`src/rtl/usr_pkg.sv`:
```
// usr_pkg: mode encoding and reset value shared by the universal shift register.
package usr_pkg;
    typedef enum logic [1:0] {
        MODE_HOLD = 2'b00,
        MODE_SHR  = 2'b01,
        MODE_SHL  = 2'b10,
        MODE_LOAD = 2'b11
    } usr_mode_e;
    localparam logic USR_RESET_VAL = 1'b0;
endpackage

```
`src/rtl/universal_shift_reg.sv`:
```
// universal_shift_reg: hold / shift right / shift left / parallel load register.
// Optional serial outputs so_right/so_left when USR_SERIAL_OUT_EN is defined.
module universal_shift_reg
    import usr_pkg::*;
#(
    parameter int WIDTH = 4
) (
    input  logic             clk,
    input  logic             rst,
    input  logic [WIDTH-1:0] p_din,
    input  logic             s_right,
    input  logic             s_left,
    input  logic [1:0]       s,
    output logic [WIDTH-1:0] p_dout,
    output logic [WIDTH-1:0] p_dout_bar
`ifdef USR_SERIAL_OUT_EN
    ,
    output logic             so_right,
    output logic             so_left
`endif
);
    logic [WIDTH-1:0] q_q, q_d;
    // Undecoded select values (X/Z) fall to the default branch and hold.
    always_comb begin
        q_d = q_q;
        case (s)
            MODE_SHR:  q_d = {s_right, q_q[WIDTH-1:1]};
            MODE_SHL:  q_d = {q_q[WIDTH-2:0], s_left};
            MODE_LOAD: q_d = p_din;
            default:   q_d = q_q;
        endcase
    end
    always_ff @(posedge clk or posedge rst)
        if (rst) q_q <= {WIDTH{USR_RESET_VAL}};
        else     q_q <= q_d;
    assign p_dout     = q_q;
    assign p_dout_bar = ~q_q;
`ifdef USR_SERIAL_OUT_EN
    assign so_right = q_q[0];
    assign so_left  = q_q[WIDTH-1];
`endif
endmodule

```
`config.mk`:
```
export PLATFORM = sky130hd
export DESIGN_NAME = universal_shift_reg
export DESIGN_NICKNAME = d
export VERILOG_FILES = /design/src/rtl/usr_pkg.sv /design/src/rtl/universal_shift_reg.sv
export SDC_FILE = /design/constraint.sdc
export NUM_CORES = 1
export LEC_CHECK = 0
export CAP_MARGIN = 10
export CORE_AREA = 2 2 39 41
export CTS_BUF_LIST = sky130_fd_sc_hd__clkbuf_16
export DETAILED_ROUTE_END_ITERATION = 8
export DIE_AREA = 0 0 41 43
export GPL_ROUTABILITY_DRIVEN = 0
export SYNTH_ARGS = -nofsm -noshare
export SYNTH_HDL_FRONTEND = slang
export SYNTH_SLANG_ARGS = --single-unit
```
`constraint.sdc`:
```
create_clock -name clk -period 3 [get_ports clk]
set_input_delay 0.9 -clock clk [delete_from_list [all_inputs] [get_ports clk]]
set_output_delay 0.9 -clock clk [all_outputs]
set_load 0.005 [all_outputs]
```
==> flow_summary.yaml <==
run_status:
  outcome: "completed"
clock_tree:
  cts_root_buffer: "clkbuf_16"
  hold_buffers: 0
  post-cts-setup-buffer-count: 0
  cts_buffers: 3
  clk-insertion-delay-late_ps: 220
  clkTransAtPathRegs_ps: 30
  cts_max_level: 1
  clock_path_buffers: 2
  cts.repair.resized: 0
  cts_tree: "done"
  clock_sinks: 4
cells_and_area:
  n_antenna_cell: 0
  drive_gt1_share_pct: 9.09
  final_common_cell: "clkdlybuf4s50_1"
  largest_register_ffs: 4
  stdcell_area_um2: 489
  fin_cells: 49
  mostFrequentLayoutCells: "clkdlybuf4s50_1 (17), inv_1 (5), mux4_1 (4), dfrtp_1 (4), clkbuf_16 (3)"
  area_growth_pct: 118
  nets: 45
global_routing:
  grt_max_degree: 6
  grt_pass1_vias: 218
  grt_use_total_pct: 9.17
  grt_first_pass_wirelength_um: 883
  antenna_found_initial: 0
  grt_overflow: 0
worst_hold_path:
  hold_depth: 1
  hold_class: "reg -> reg"
timing:
  max_freq_mhz: 477
  report.final.hold_viol_count: 0
  maxSlewViolCount: 0
  setup_viol: 0
  maxSlewHeadroom_pct: 87.5
  fin_tns_setup_ps: 0
  fin_skew_ps: 0.783
  fin_crit_sh_pct: 69.8
  rsz0062_at_grt: "false"
  period_minus_slack_ps: 2100
  tightest_slew_ps: 186
route:
  dr_wl_met3_um: 105
  antenna_left: 0
  drc: 0
  first_iter_violations: 0
  dr_wl_met2_um: 257
  avgViaCountPerCell: 4.14
  dr.pass1.iters: 1
  maxUsedRoutingLayer: "met4"
  routed-via-count: 203
  drt-total-wl_um: 634
  wl_met1_um: 241
  wl_per_cell_um: 12.9
power:
  powerDensity_nw_per_um2: 737
  p_leak_nw: 0.219
  peakVddDrop_uv: 252
place:
  dpl.cell_count: 46
  hpwl_um: 503
  dpl_cell_area_um2: 414
  io_buffers: 17
synthesis:
  avgSynthCellArea_um2: 17.2
  syn_inst: 13
  syn-cell-area_um2: 224
  yosysWarnings: 0
  ys_seq_area_share_pct: 44.7
  synthDominantCellAreaShare_pct: 46.9
  synth_top_area_cell: "mux4_1"
  ys_seq_elements: 4
  synth.area.top_cells: "mux4_1 (47%), dfrtp_1 (45%), inv_1 (8.4%)"
  synth_fp_nets: 23
  ys_types: 3
setup_path:
  cp_max_fo: 5
  cp_num_cells: 2
  r2r_cells: 1
  worst_path_largest_cell_delay_ps: 490
  start_kind: "register"
  crit_buf_inv: 2
  cp-end-kind: "output pin"
  path_cells: "inv_1 > clkdlybuf4s50_1"
  critPathArrivalTime_ps: 1200
  cp.required_ps: 2100
  crit_type: "reg -> out"
  crit_family: "buffers and inverters"
  slowest_stage: "clkdlybuf4s50_1"
floorplan:
  top_level_ports: 18
  start_util_pct: 16.2
  die_area_um2: 1760
  die-width_um: 41
  num_rows: 14
  core_area_um2: 1380
  chipHeight_um: 43
job:
  maxCapViolCount: 0
final cells by class:
type / instances / area, µm²
tap: 16 / 20.0
sequential: 4 / 100
clock buffer: 3 / 75.1
multi-input combinational: 4 / 105
inverter: 5 / 18.8
fill: 135 / 895
timing repair buffer: 17 / 170
worst paths after layout:
check,end,slack (ps),start
worst max-delay path,p_dout_bar[1],900,p_dout[1]
worst min-delay path,p_dout[3],640,p_dout[3]
worst max register to register,p_dout[2],1920,p_dout[1]
worst min register to register,p_dout[3],640,p_dout[3]
max in group asynchronous,p_dout[0],2000,rst
min in group asynchronous,p_dout[3],860,rst
cells by family after synthesis:
| family | after synthesis | synth area share, % |
|---|---|---|
| DFF | 4 | 44.7 |
| muxes | 4 | 46.9 |
| buffers and inverters | 5 | 8.38 |
synthesized netlist by cell type:
library cell,instances
inv_1,5
mux4_1,4
dfrtp_1,4
per-stage QoR:
stage | util, % | power, W | setup WS (ps) | hold WS [ps]
after floorplan | - | 0.0000972 | 1460 | 609
after global placement | 29.9 | 0.000154 | 844 | 624
after detailed placement | 29.9 | 0.000157 | 802 | 638
after CTS | 35.4 | 0.000365 | 899 | 644
after global routing | 35.4 | 0.000376 | 861 | 682
final | 35.4 | 0.000361 | 905 | 644
metal layers:
layer / up-vias / GRT usage (%)
met5: - / 0
met4: 0 / 10.0
met3: 4 / 6.28
met2: 20 / 11.6
met1: 86 / 8.78
li1: 93 / -
where the power goes:
group          switching (W)  internal (W)
logic              0.0000184     0.0000597
registers          0.0000127     0.0000646
clock network      0.0000352      0.000170
Note: power is estimated with default switching activity, not from simulation.
